`src/rtl/bus_phase_pkg.sv`:
```
// bus_phase_pkg: shared definitions for the bus phase sequencer.
//   - seq_state_t : CPU access FSM states
//   - DEF_*       : default bus-cycle length and gate phases
//   - phase_w()   : width of the phase counter for a given cycle length
package bus_phase_pkg;

  localparam int unsigned DEF_PHASES       = 8;
  localparam int unsigned DEF_ADDR_GATE_PH = 1;
  localparam int unsigned DEF_DATA_GATE_PH = 5;

  typedef enum logic [2:0] {
    IDLE,
    WAIT,
    ADDR,
    DATA,
    ACK
  } seq_state_t;

  function automatic int unsigned phase_w(input int unsigned phases);
    return (phases > 1) ? $clog2(phases) : 1;
  endfunction

endpackage

```
`src/rtl/bus_phase_cnt.sv`:
```
// bus_phase_cnt: bus-cycle phase counter with cycle parity and phase-entry strobes.
// Ports:
//   clock, reset (sync, active-high), en (advance enable)
//   phase        : current phase, wraps PHASES-1 -> 0
//   parity       : toggles on every wrap (0 = even cycle)
//   enter_first  : the coming edge moves phase to 0
//   enter_addr   : the coming edge moves phase to ADDR_GATE_PH
//   enter_data   : the coming edge moves phase to DATA_GATE_PH
//   enter_last   : the coming edge moves phase to PHASES-1
// The strobes are combinational look-aheads; a consumer that registers a pulse
// on a strobe gets a one-clock pulse aligned with the first clock of that phase.
module bus_phase_cnt
  import bus_phase_pkg::*;
#(
  parameter int unsigned PHASES       = DEF_PHASES,
  parameter int unsigned ADDR_GATE_PH = DEF_ADDR_GATE_PH,
  parameter int unsigned DATA_GATE_PH = DEF_DATA_GATE_PH
) (
  input  logic                         clock,
  input  logic                         reset,
  input  logic                         en,
  output logic [phase_w(PHASES)-1:0]   phase,
  output logic                         parity,
  output logic                         enter_first,
  output logic                         enter_addr,
  output logic                         enter_data,
  output logic                         enter_last
);

  localparam int unsigned   PW   = phase_w(PHASES);
  localparam logic [PW-1:0] LAST = PW'(PHASES - 1);

  logic [PW-1:0] phase_nxt;

  always_comb begin
    phase_nxt = (phase == LAST) ? '0 : phase + PW'(1);
  end

  always_ff @(posedge clock) begin
    if (reset) begin
      phase  <= '0;
      parity <= 1'b0;
    end else if (en) begin
      phase <= phase_nxt;
      if (phase == LAST) begin
        parity <= ~parity;
      end
    end
  end

  assign enter_first = en && (phase_nxt == '0);
  assign enter_addr  = en && (phase_nxt == PW'(ADDR_GATE_PH));
  assign enter_data  = en && (phase_nxt == PW'(DATA_GATE_PH));
  assign enter_last  = en && (phase_nxt == LAST);

endmodule

```
`src/rtl/bus_phase_seq.sv`:
```
// bus_phase_seq: bus-cycle sequencer arbitrating each cycle between video and CPU
// and strobing the address/data latch cells.
// Ports:
//   clock, reset (sync, active-high), en (phase-advance enable)
//   cpu_as     : CPU request level, held until dtack
//   video_req  : video wants the next even cycle (sampled as phase enters 0)
//   phase      : current phase count
//   video_slot / cpu_slot : owner of the current cycle
//   addr_g, data_g : one-clock gate pulses to the address / data latches
//   data_r     : one-clock reset pulse to the data latch at CPU cycle start
//   dtack      : CPU transfer acknowledge
//   busy       : access FSM not idle
// Build option: BUS_PHASE_STRICT_EN gives every even cycle to video regardless of
// video_req; by default an even cycle without video_req goes to the CPU.
module bus_phase_seq
  import bus_phase_pkg::*;
#(
  parameter int unsigned PHASES       = DEF_PHASES,
  parameter int unsigned ADDR_GATE_PH = DEF_ADDR_GATE_PH,
  parameter int unsigned DATA_GATE_PH = DEF_DATA_GATE_PH
) (
  input  logic                       clock,
  input  logic                       reset,
  input  logic                       en,
  input  logic                       cpu_as,
  input  logic                       video_req,
  output logic [phase_w(PHASES)-1:0] phase,
  output logic                       video_slot,
  output logic                       cpu_slot,
  output logic                       addr_g,
  output logic                       data_g,
  output logic                       data_r,
  output logic                       dtack,
  output logic                       busy
);

  logic       parity;
  logic       enter_first;
  logic       enter_addr;
  logic       enter_data;
  logic       enter_last;
  logic       video_win;
  seq_state_t state;

  bus_phase_cnt #(
    .PHASES       (PHASES),
    .ADDR_GATE_PH (ADDR_GATE_PH),
    .DATA_GATE_PH (DATA_GATE_PH)
  ) u_cnt (
    .clock       (clock),
    .reset       (reset),
    .en          (en),
    .phase       (phase),
    .parity      (parity),
    .enter_first (enter_first),
    .enter_addr  (enter_addr),
    .enter_data  (enter_data),
    .enter_last  (enter_last)
  );

  // parity is still the old cycle's value at the wrap edge, so parity=1 means
  // the cycle about to begin is even.
`ifdef BUS_PHASE_STRICT_EN
  logic strict_unused;
  assign strict_unused = video_req;
  assign video_win     = parity;
`else
  assign video_win     = parity && video_req;
`endif

  always_ff @(posedge clock) begin
    if (reset) begin
      state      <= IDLE;
      video_slot <= 1'b0;
      cpu_slot   <= 1'b0;
      addr_g     <= 1'b0;
      data_g     <= 1'b0;
      data_r     <= 1'b0;
      dtack      <= 1'b0;
      busy       <= 1'b0;
    end else begin
      addr_g <= 1'b0;
      data_g <= 1'b0;
      data_r <= 1'b0;

      if (enter_first) begin
        video_slot <= video_win;
        cpu_slot   <= !video_win;
      end

      if (en) begin
        case (state)
          IDLE: begin
            if (cpu_as) begin
              state <= WAIT;
              busy  <= 1'b1;
            end
          end
          WAIT: begin
            if (!cpu_as) begin
              state <= IDLE;
              busy  <= 1'b0;
            end else if (enter_first && !video_win) begin
              state  <= ADDR;
              data_r <= 1'b1;
            end
          end
          ADDR: begin
            if (!cpu_as) begin
              state <= IDLE;
              busy  <= 1'b0;
            end else if (enter_addr) begin
              state  <= DATA;
              addr_g <= 1'b1;
            end
          end
          DATA: begin
            if (!cpu_as) begin
              state <= IDLE;
              busy  <= 1'b0;
            end else begin
              if (enter_data) begin
                data_g <= 1'b1;
              end
              if (enter_last) begin
                state <= ACK;
                dtack <= 1'b1;
              end
            end
          end
          ACK: begin
            if (!cpu_as) begin
              state <= IDLE;
              busy  <= 1'b0;
              dtack <= 1'b0;
            end
          end
          default: begin
            state <= IDLE;
            busy  <= 1'b0;
            dtack <= 1'b0;
          end
        endcase
      end
    end
  end

endmodule

```
`config.mk`:
```
export PLATFORM = sky130hd
export DESIGN_NAME = bus_phase_seq
export DESIGN_NICKNAME = d
export VERILOG_FILES = /design/src/rtl/bus_phase_pkg.sv /design/src/rtl/bus_phase_cnt.sv /design/src/rtl/bus_phase_seq.sv
export SDC_FILE = /design/constraint.sdc
export NUM_CORES = 1
export LEC_CHECK = 0
export ABC_CLOCK_PERIOD_IN_PS = 2400
export CORE_UTILIZATION = 48
export CTS_BUF_LIST = sky130_fd_sc_hd__clkbuf_4 sky130_fd_sc_hd__clkbuf_8 sky130_fd_sc_hd__clkbuf_16
export DETAILED_ROUTE_END_ITERATION = 10
export PLACE_DENSITY = 0.76
export REMOVE_ABC_BUFFERS = 1
export SYNTH_ARGS = -nofsm -noshare
export SYNTH_HDL_FRONTEND = slang
export SYNTH_SLANG_ARGS = --single-unit
```
`constraint.sdc`:
```
create_clock -name clock -period 2.4 [get_ports clock]
set_input_delay 0.36 -clock clock [delete_from_list [all_inputs] [get_ports clock]]
set_output_delay 0.36 -clock clock [all_outputs]
set_load 0.01 [all_outputs]
```
Word-level counts from Yosys, hierarchy flattened
Cells that the tools add are included.
Cells by class
  $add $sub $neg: 1
  eq/ne operators: 16
  multiplexer cells: 19
  bitwise gates (word level): 7
  reductions and logical operators: 18
Operator list (number)
  $mux W3: 9
  $reduce_or A4 Y1: 4
  $pmux W3 S5: 1
  $eq A3 B3 Y1 const B: 4
  $ne A2 B2 Y1 const B: 5
  $ne A3 B3 Y1 const B: 3
  $mux W1: 7
  $not A1 Y1: 7
  $eq A3 B1 Y1 const B: 2
  $eq A3 B2 Y1 const B: 2
  $logic_and A1 B1 Y1: 6
  $logic_not A3 Y1: 2
  $reduce_and A6 Y1: 1
  $reduce_and A5 Y1: 1
  $add A3 B1 Y3 const B: 1
  $pmux W1 S3: 1
  $reduce_and A3 Y1: 1
  $reduce_or A3 Y1: 1
  $pmux W1 S2: 1
  $reduce_and A2 Y1: 1
  $logic_not A1 Y1: 1
Word-level totals
  bits in registers: 14
  bits of input ports: 5

Longest topological paths before layout
Gate-level depths: netlist (run 1).
  depth in word-level cells: 8
  mapped depth: 6
  mapped depth without buffers: 6

Modules after synthesis
Synthesis (run 1) repeated with hierarchy kept, for this count alone.
Unflattened totals
  cells, all modules: 83
  area total of the unflattened synthesis: 747.0 um^2
Modules (own cells, without submodules)
  bus_phase_seq: times used 1, cells each 58, area each 523.0 um^2
  bus_phase_cnt: times used 1, cells each 25, area each 224.0 um^2

Least setup slack after synthesis (run 1)
Ideal clock, no wire load.
  kind: flip-flop to flip-flop
  start: reg u_cnt.phase[0]
  end: reg state[0]
  arrival: 1.682 ns
  data required time: 2.284 ns
  setup slack: 0.602 ns
  cell stages (with the launch flop): 7
  period minus slack after synthesis: 1.798 ns
  cells stage by stage: dfxtp_1 > ha_1 > ha_1 > and2b_1 > nand3_1 > a311o_1 > o211a_1
On the way
  cells in the longest elaborated chain, start to end: 7
  elaborated cells on any way between the ends: 14
Ends and longest elaborated chain
  from (decl): line bus_phase_cnt.sv:22  | output logic [phase_w(PHASES)-1:0] phase,
  from (signal assigned): line bus_phase_cnt.sv:44  | phase <= phase_nxt;
  $add A3 B1 Y3 or $eq A3 B3 Y1 (tied branches): line bus_phase_cnt.sv:36  | phase_nxt = (phase == LAST) ? '0 : phase + PW'(1);
  $mux W3 (*): line bus_phase_cnt.sv:36
  named net u_cnt.phase_nxt[2]: line bus_phase_cnt.sv:33  | logic [PW-1:0] phase_nxt;
  $logic_not A3 Y1: line bus_phase_cnt.sv:51  | assign enter_first = en && (phase_nxt == '0);
  $logic_and A1 B1 Y1: line bus_phase_cnt.sv:51
  $logic_and A1 B1 Y1: line bus_phase_seq.sv:103  | end else if (enter_first && !video_win) begin
  $ne A3 B3 Y1 (no line)
  $reduce_and A6 Y1 (no line) (*)
  to (signal assigned): line bus_phase_seq.sv:101  | state <= IDLE;
  to (signal assigned): line bus_phase_seq.sv:104  | state <= ADDR;
  to (signal assigned): line bus_phase_seq.sv:110  | state <= IDLE;
  to (decl): line bus_phase_seq.sv:43  | seq_state_t state;
Mark *: on every way through the listed nets, which the timed path passes. The rest lies on a longest branch.
A chain may end at the register's enable or synchronous reset.

Worst setup path in the final report (run 1)
Same ends and word-level chain as after synthesis.

==> flow_metrics.tcl, run 1 <==
set metrics [dict create \
    cp.required_ns 2.63 \
    p_int_mw 0.358 \
    grt_overflow_total 0 \
    cts_max_path_buffers 2 \
    cts_tree "yes" \
    hold_violations 0 \
    wl_um 1500 \
    relSlewSlack 0.697 \
    peakVddDrop_v 0.000450 \
    fmax_mhz 498 \
    dr.pass1.iters 5 \
    drive_gt1_frac 0.101 \
    endpoint "state[0]" \
    synthFlopType "dfxtp_1" \
    reg_top3 "state (3), u_cnt.phase (3)" \
    tightestPinTransition_ns 0.443 \
    core.rowCount 13 \
    routed_via_density 5.67 \
    finalNetCount 110 \
    cts_repair_resize_count 0 \
    ys_types 32 \
    synthToLayoutAreaGrowth_pct 26.0 \
    regToRegSetupSlack_ns 0.39 \
    cts.sink_count 14 \
    holdWs_ns 0.481 \
    cp_data_arrival_time_ns 2.24 \
    total_power_mw 0.473 \
    grt_pass1_vias 549 \
    ys_seq_area_frac 0.396 \
    ioPinCount 15 \
    finalClockSkew_ns 0.00625 \
    clk_pin_slew_ns 0.09 \
    start_util 0.531 \
    grt_util_all_layers 0.228 \
    fin_area_um2 892 \
    cts_buffers 3 \
    r2r_cells 6 \
    post_drt_wl_per_cell_um 13.2 \
    slew_viol_final 0 \
    ys_warn_count 0 \
    n_fill_cell 119 \
    detailed_place_hpwl_um 1110 \
    root_buffer "clkbuf_4" \
    synth_edf_count 0 \
    num_vias 646 \
    placed_area_um2 856 \
    gp_congestion 0.770 \
    r2r_start "u_cnt.phase[0]" \
    p_switching_mw 0.114 \
    pwr-share-seq 0.517 \
    cts_hold_buffers 0 \
    die_area_um2 1630 \
    period_share 0.836 \
    cts_setup_buffers 0 \
    grt_max_degree 12 \
    grt_pass1_wl_um 2380 \
    port_buffers 14 \
    first_iter_violations 14 \
    num_antenna_cells 0 \
    power.density_nw_per_um2 530 \
    clkPwrFrac 0.361 \
    p_leak_nw 0.369 \
    core_um2 1330 \
    reg2reg_to "state[0]" \
    async_reset_ff_frac 0 \
    final_cell_mix "dfxtp_1 (14), clkdlybuf4s50_1 (14), nand2_1 (10)" \
    clk_latency_ns 0.28 \
    yosysTopAreaCellShare 0.396 \
    worst_setup_path_start_kind "flip-flop" \
    end_kind "flip-flop" \
    synthCells 83 \
    setup_viol 0 \
    syn_area_per_cell_um2 8.53 \
    worstSetupStartpoint "u_cnt.phase[0]" \
    status "finished, final reports clean" \
    finalSetupTns_ns 0 \
    criticalPathCategory "flip-flop to flip-flop" \
    syn_area_um2 708 \
    min_path_type "flip-flop to flip-flop" \
    die_h_um 40.4 \
    grt_setup_unrepaired "false" \
    path_max_fanout 6 \
    swShare 0.242 \
    min_period_ns 2.01 \
    synth_area_leader_cell "dfxtp_1" \
    ys_ff_latch 14 \
    max_cap_violations 0 \
    synthTopCellsByArea "dfxtp_1 (40%), ha_1 (8.8%), nand2_1 (5.3%)" \
    post-route-util 0.669 \
    antenna_left 0 \
    die_w_um 40.4 \
    antenna_found_initial 0 \
    htreeDepth 1 \
    drc_errors 0 \
    combPwrFrac 0.123 \
]
-- cells by family (layout without fill, tap and decap cells) --
| group | Yosys count | after routing | synth area share |
|---|---|---|---|
| adder cells (fa/ha/maj) | 5 | 5 | 0.0883 |
| flip-flops | 14 | 14 | 0.396 |
| AND/OR/NAND/NOR | 36 | 36 | 0.274 |
| AO/OA/AOI/OAI | 16 | 16 | 0.145 |
| XOR/XNOR | 2 | 2 | 0.0247 |
| buffers and inverters | 9 | 25 | 0.0583 |
| multiplexers | 1 | 1 | 0.0141 |
-- cells in the mapped netlist, types with 2 or more instances --
| cell type | count |
|---|---|
| dfxtp_1 | 14 |
| nand2_1 | 10 |
| a21oi_1 | 7 |
| nor2_1 | 7 |
| inv_1 | 6 |
| ha_1 | 5 |
| nand3_1 | 3 |
| o21ai_0 | 3 |
| buf_4 | 2 |
| nor3_1 | 2 |
| or2_2 | 2 |
| xor2_1 | 2 |
-- per-stage QoR --
stage	cells	worst slack [ns]
floorplan	80	0.602
global placement	110	0.406
detailed placement	110	0.314
CTS	114	0.425
global route	114	0.283
finish	114	0.393
-- worst min-delay path by stage --
stage	start	endpoint	slack, ns	cells after the start
final	busy	busy	0.48	2
after global routing	busy	busy	0.51	2
after CTS	busy	busy	0.48	2
after detailed placement	cpu_slot	cpu_slot	0.46	2
after global placement	cpu_slot	cpu_slot	0.44	2
after floorplan	reset	busy	0.43	1
-- critical path, stage by stage, from the launching register on --
cell and delay, ns:
dfxtp_1 0.36, ha_1 0.21, ha_1 0.30, nand3_1 0.15
and4_2 0.31, a2111oi_0 0.43, o211a_1 0.20
-- power by group through the flow --
stage          Clock, mW  Sequential (mW)  Combinational (mW)
2_1_floorplan          0            0.251              0.0269
6_report           0.170            0.244              0.0580
5_1_grt            0.188            0.246              0.0640
3_3_place_gp           0            0.249              0.0558
4_1_cts            0.177            0.244              0.0578
3_5_place_dp           0            0.250              0.0573
-- metal layers --
metal	wire length [um]	up-vias	GRT usage
li1	-	319	-
met1	677	287	0.289
met2	687	30	0.325
met3	82	10	0.0556
met4	57	0	0.175
met5	0	-	0
-- area by class of cell --
type                            instances  area (um^2)  share of cell area
Tap cell                               15         18.8              0.0210
Sequential cell                        14          280               0.314
Timing Repair Buffer                   15          148               0.165
Multi-Input combinational cell         60          387               0.433
Inverter                                6         22.5              0.0252
Clock buffer                            4         36.3              0.0407
Power figures use the tool's default switching activity.
==> inputs of run 2 (changes only) <==
--- a/config.mk
+++ b/config.mk
@@ -5,7 +5,7 @@
 export SDC_FILE = /design/constraint.sdc
 export NUM_CORES = 1
 export LEC_CHECK = 0
-export ABC_CLOCK_PERIOD_IN_PS = 2400
+export ABC_CLOCK_PERIOD_IN_PS = 1900
 export CORE_UTILIZATION = 48
 export CTS_BUF_LIST = sky130_fd_sc_hd__clkbuf_4 sky130_fd_sc_hd__clkbuf_8 sky130_fd_sc_hd__clkbuf_16
 export DETAILED_ROUTE_END_ITERATION = 10
==> constraint.sdc (replaced) <==
create_clock -name clock -period 1.9 [get_ports clock]
set_input_delay 0.285 -clock clock [delete_from_list [all_inputs] [get_ports clock]]
set_output_delay 0.285 -clock clock [all_outputs]
set_load 0.01 [all_outputs]
==> run 2 against run 1 <==
  * Clock-buffer cell count is 1 lower
  * Flip-flop and latch count unchanged
  * Critical endpoint unchanged
  * Fmax is 12% higher
  * Power increased by 18%
  * Clock skew fell by 0.0023 ns
  * First-iteration DRC count fell by 7.1%
  * Sequential power increased by 25%
  * Utilization increased by 2.9 points
  * Register-to-register slack worse by 0.28 ns
==> flow_metrics.tcl, run 2 (synthesis results as in run 1) <==
set metrics [dict create \
    p_int_mw 0.417 \
    path_max_fanout 5 \
    die_w_um 40.4 \
    clk_pin_slew_ns 0.08 \
    max_cap_violations 0 \
    detailed_place_hpwl_um 1160 \
    cts.sink_count 14 \
    reg_top3 "state (3), u_cnt.phase (3)" \
    clkPwrFrac 0.301 \
    grt_overflow_total 0 \
    core_um2 1330 \
    worst_setup_path_start_kind "flip-flop" \
    grt_setup_unrepaired "false" \
    drive_gt1_frac 0.163 \
    dr.pass1.iters 4 \
    place_inst 116 \
    htreeDepth 1 \
    slew_viol_final 0 \
    die_area_um2 1630 \
    cts_hold_buffers 0 \
    gp_congestion 0.776 \
    min_period_ns 1.79 \
    wl_um 1480 \
    status "finished, final reports clean" \
    die_h_um 40.4 \
    core.rowCount 13 \
    cp_data_arrival_time_ns 2.02 \
    grt_pass1_wl_um 2440 \
    combPwrFrac 0.153 \
    setup_viol 0 \
    num_vias 648 \
    finalNetCount 116 \
    met2_usage 0.365 \
    cp.required_ns 2.13 \
    placed_area_um2 901 \
    grt_pass1_vias 564 \
    p_leak_nw 0.391 \
    antenna_left 0 \
    cts_buffers 3 \
    post_drt_wl_per_cell_um 12.5 \
    top_usage_layer "met2" \
    min_path_type "flip-flop to flip-flop" \
    end_kind "flip-flop" \
    criticalPathCategory "flip-flop to flip-flop" \
    instances_no_fill 119 \
    ioPinCount 15 \
    fin_area_um2 931 \
    post-route-util 0.698 \
    power.density_nw_per_um2 601 \
    final_cell_mix "dfxtp_1 (14), clkdlybuf4s50_1 (14), nand2_1 (10)" \
    routed_via_density 5.45 \
    num_antenna_cells 0 \
    relSlewSlack 0.663 \
    swShare 0.255 \
    cts_tree "yes" \
    period_share 0.940 \
    cts_max_path_buffers 2 \
    grtUsageMet3 0.0333 \
    antenna_found_initial 0 \
    p_switching_mw 0.143 \
    start_util 0.531 \
    use_met1 0.290 \
    first_iter_violations 13 \
    tightestPinTransition_ns 0.500 \
    port_buffers 14 \
    pwr-share-seq 0.545 \
    peakVddDrop_v 0.000392 \
    hold_violations 0 \
    holdWs_ns 0.478 \
    grt_util_all_layers 0.222 \
    clk_latency_ns 0.28 \
    drc_errors 0 \
    synthToLayoutAreaGrowth_pct 31.4 \
    grt_max_degree 9 \
    root_buffer "clkbuf_4" \
    fmax_mhz 560 \
    finalClockSkew_ns 0.00391 \
]
==> run 2: final cells by class <==
class / count / area (um^2)
Fill cell: 113 / 403
Clock buffer: 3 / 22.5
Timing Repair Buffer: 21 / 193
Tap cell: 15 / 18.8
Inverter: 6 / 22.5
Multi-Input combinational cell: 60 / 394
Sequential cell: 14 / 280
==> run 2: path summary, 6_finish.rpt <==
check                           endpoint  slack, ns           start  cells after the start
worst max-delay path            state[0]       0.11  u_cnt.phase[0]                      6
worst min-delay path            cpu_slot       0.48        cpu_slot                      2
worst max register to register  state[0]       0.11  u_cnt.phase[0]                      6
worst min register to register  cpu_slot       0.48        cpu_slot                      2
==> run 2: metal layers <==
layer	part of all wire	vias to the layer above
met5	0	-
met4	0.012	0
met1	0.45	300
met3	0.029	2
met2	0.50	17
li1	-	329
==> run 2: power by group through the flow <==
stage	sequential (mW)	clock [mW]	combinational, mW
5_1_grt	0.307	0.181	0.0947
3_5_place_dp	0.312	0	0.0828
6_report	0.305	0.169	0.0857
3_3_place_gp	0.312	0	0.0810
4_1_cts	0.305	0.172	0.0839
2_1_floorplan	0.317	0	0.0340
==> run 2: what timing repair did <==
item                       in CTS  in global routing
resized for setup               1                  2
setup endpoints to repair       1                  1
buffers inserted                0                  0
==> run 2: critical path: stages, from the launching register on <==
cell and delay [ns]:
dfxtp_1 0.32, ha_1 0.20, ha_1 0.31, and2b_2 0.26, nand2_1 0.09, a2111oi_2 0.40
o211a_1 0.17
==> run 2: per-stage QoR <==
stage                     setup WS, ns  TNS [ns]  power, mW
after floorplan                  0.102         0      0.351
after global placement         -0.0217   -0.0217      0.393
after detailed placement        -0.128    -0.128      0.395
after CTS                       0.0421         0      0.561
after global routing            0.0119         0      0.582
final                            0.113         0      0.560
==> inputs of run 3 (changes only) <==
--- a/config.mk
+++ b/config.mk
@@ -10,7 +10,8 @@
 export CTS_BUF_LIST = sky130_fd_sc_hd__clkbuf_4 sky130_fd_sc_hd__clkbuf_8 sky130_fd_sc_hd__clkbuf_16
 export DETAILED_ROUTE_END_ITERATION = 10
 export PLACE_DENSITY = 0.76
-export REMOVE_ABC_BUFFERS = 1
+export SKIP_LAST_GASP = 1
 export SYNTH_ARGS = -nofsm -noshare
 export SYNTH_HDL_FRONTEND = slang
 export SYNTH_SLANG_ARGS = --single-unit
+export TNS_END_PERCENT = 5
==> run 3 against run 2 <==
  * Combinational power increased by 4.6%
  * Power increased by 9.8%
  * Fmax rose by 1.1%
  * Clock skew is 0.0031 ns lower
  * Cell count grew 2.5%
  * Critical path type unchanged
  * Clock-buffer cell count up 1
  * Register-to-register slack improved by 0.02 ns
  * Die area is the same
  * Clock power increased by 30%
  * Cell area rose by 3.1%
  * Highest routed layer unchanged
  * Largest cell class unchanged
  * Sequential share of layout area down 0.90 points
==> flow_metrics.tcl, run 3 (synthesis results as in run 1) <==
set metrics [dict create \
    status "finished, final reports clean" \
    setup_viol 0 \
    dr.pass1.iters 4 \
    num_vias 634 \
    num_antenna_cells 0 \
    clkPwrFrac 0.357 \
    criticalPathCategory "flip-flop to flip-flop" \
    min_period_ns 1.77 \
    multiInputGateArea_um2 394 \
    clk_pin_slew_ns 0.09 \
    die_w_um 40.4 \
    relSlewSlack 0.694 \
    grt_overflow_total 0 \
    cts_tree "yes" \
    power.density_nw_per_um2 640 \
    cts.sink_count 14 \
    pwr-share-seq 0.498 \
    cp.required_ns 2.08 \
    peakVddDrop_v 0.000436 \
    first_iter_violations 17 \
    p_leak_nw 0.408 \
    synthToLayoutAreaGrowth_pct 35.5 \
    grt_max_degree 9 \
    wl_um 1460 \
    fmax_mhz 566 \
    finalNetCount 118 \
    cts_buffers 3 \
    root_buffer "clkbuf_4" \
    antenna_left 0 \
    max_cap_violations 0 \
    n_fill_cell 113 \
    final_cell_mix "dfxtp_1 (14), clkdlybuf4s50_1 (14), nand2_1 (10)" \
    core.rowCount 13 \
    post-route-util 0.720 \
    clk_latency_ns 0.28 \
    finalClockSkew_ns 0.000781 \
    register_area_um2 280 \
    start_util 0.531 \
    synthesis.nets 93 \
    htreeDepth 1 \
    path_max_fanout 5 \
    core_um2 1330 \
    hold_violations 0 \
    gp_congestion 0.785 \
    p_int_mw 0.464 \
    drc_errors 0 \
    post_drt_wl_per_cell_um 12.0 \
    grt_setup_unrepaired "false" \
    grt_util_all_layers 0.221 \
    tightestPinTransition_ns 0.454 \
    antenna_found_initial 0 \
    grt_pass1_vias 563 \
    cp_data_arrival_time_ns 1.95 \
    ioPinCount 15 \
    combPwrFrac 0.146 \
    min_path_type "flip-flop to flip-flop" \
    finalSetupTns_ns 0 \
    end_kind "flip-flop" \
    holdWs_ns 0.466 \
    swShare 0.246 \
    die_h_um 40.4 \
    drive_gt1_frac 0.187 \
    reg_top3 "state (3), u_cnt.phase (3)" \
    routed_via_density 5.20 \
    grt_pass1_wl_um 2370 \
    period_share 0.931 \
    cts_setup_buffers 0 \
    place_inst 118 \
    die_area_um2 1630 \
    detailed_place_hpwl_um 1130 \
    cts_max_path_buffers 2 \
    instances_no_fill 122 \
    fin_area_um2 960 \
    port_buffers 14 \
    placed_area_um2 916 \
    slew_viol_final 0 \
    p_switching_mw 0.151 \
    worst_setup_path_start_kind "flip-flop" \
]
==> run 3: changes by cell type in the layout (fill, tap and decap cells not counted), sizes merged <==
cell,change
buf,+2
clkbuf,+1
==> run 3: stage by stage <==
stage / power (mW) / worst slack, ns
5_1_grt: 0.634 / 0.000670
3_3_place_gp: 0.398 / 0.0477
3_5_place_dp: 0.400 / 0.0358
4_1_cts: 0.616 / 0.0915
6_report: 0.615 / 0.132
2_1_floorplan: 0.357 / 0.102
==> run 3: routing by layer <==
layer  wire length (um)  global-route usage
met3                 44              0.0333
met4                 25               0.125
met5                  0                   0
met2                670               0.337
met1                722               0.291
==> run 3: cell type report <==
type | instances | area share
inverters | 6 | 0.0235
repair buffers | 23 | 0.216
multi-input cells | 60 | 0.411
clock buffers | 4 | 0.0378
flip-flops and latches | 14 | 0.292
well taps | 15 | 0.0196
==> run 3: final timing paths <==
path                                startpoint        to  slack [ns]  depth (start not counted)
worst max-delay path            u_cnt.phase[0]  state[0]        0.13                          6
worst min-delay path                  cpu_slot  cpu_slot        0.47                          2
worst max register to register  u_cnt.phase[0]  state[0]        0.13                          6
worst min register to register        cpu_slot  cpu_slot        0.47                          2
==> run 3: worst max-delay path, stage by stage, from the launching register on <==
cell,delay [ns]
dfxtp_1,0.32
ha_1,0.19
ha_1,0.30
and2b_2,0.27
nand3_1,0.11
a311o_1,0.35
o211a_1,0.12
==> run 3: what timing repair did <==
item	CTS	global route
endpoints found under the setup margin	0	1
hold buffers	0	0
resized for setup	0	3
==> run 3: power groups by stage <==
stage | Combinational [mW] | Clock (mW) | Sequential, mW
2_1_floorplan | 0.0399 | 0 | 0.317
4_1_cts | 0.0878 | 0.222 | 0.306
6_report | 0.0896 | 0.219 | 0.306
3_3_place_gp | 0.0858 | 0 | 0.312
5_1_grt | 0.0985 | 0.229 | 0.307
3_5_place_dp | 0.0871 | 0 | 0.313
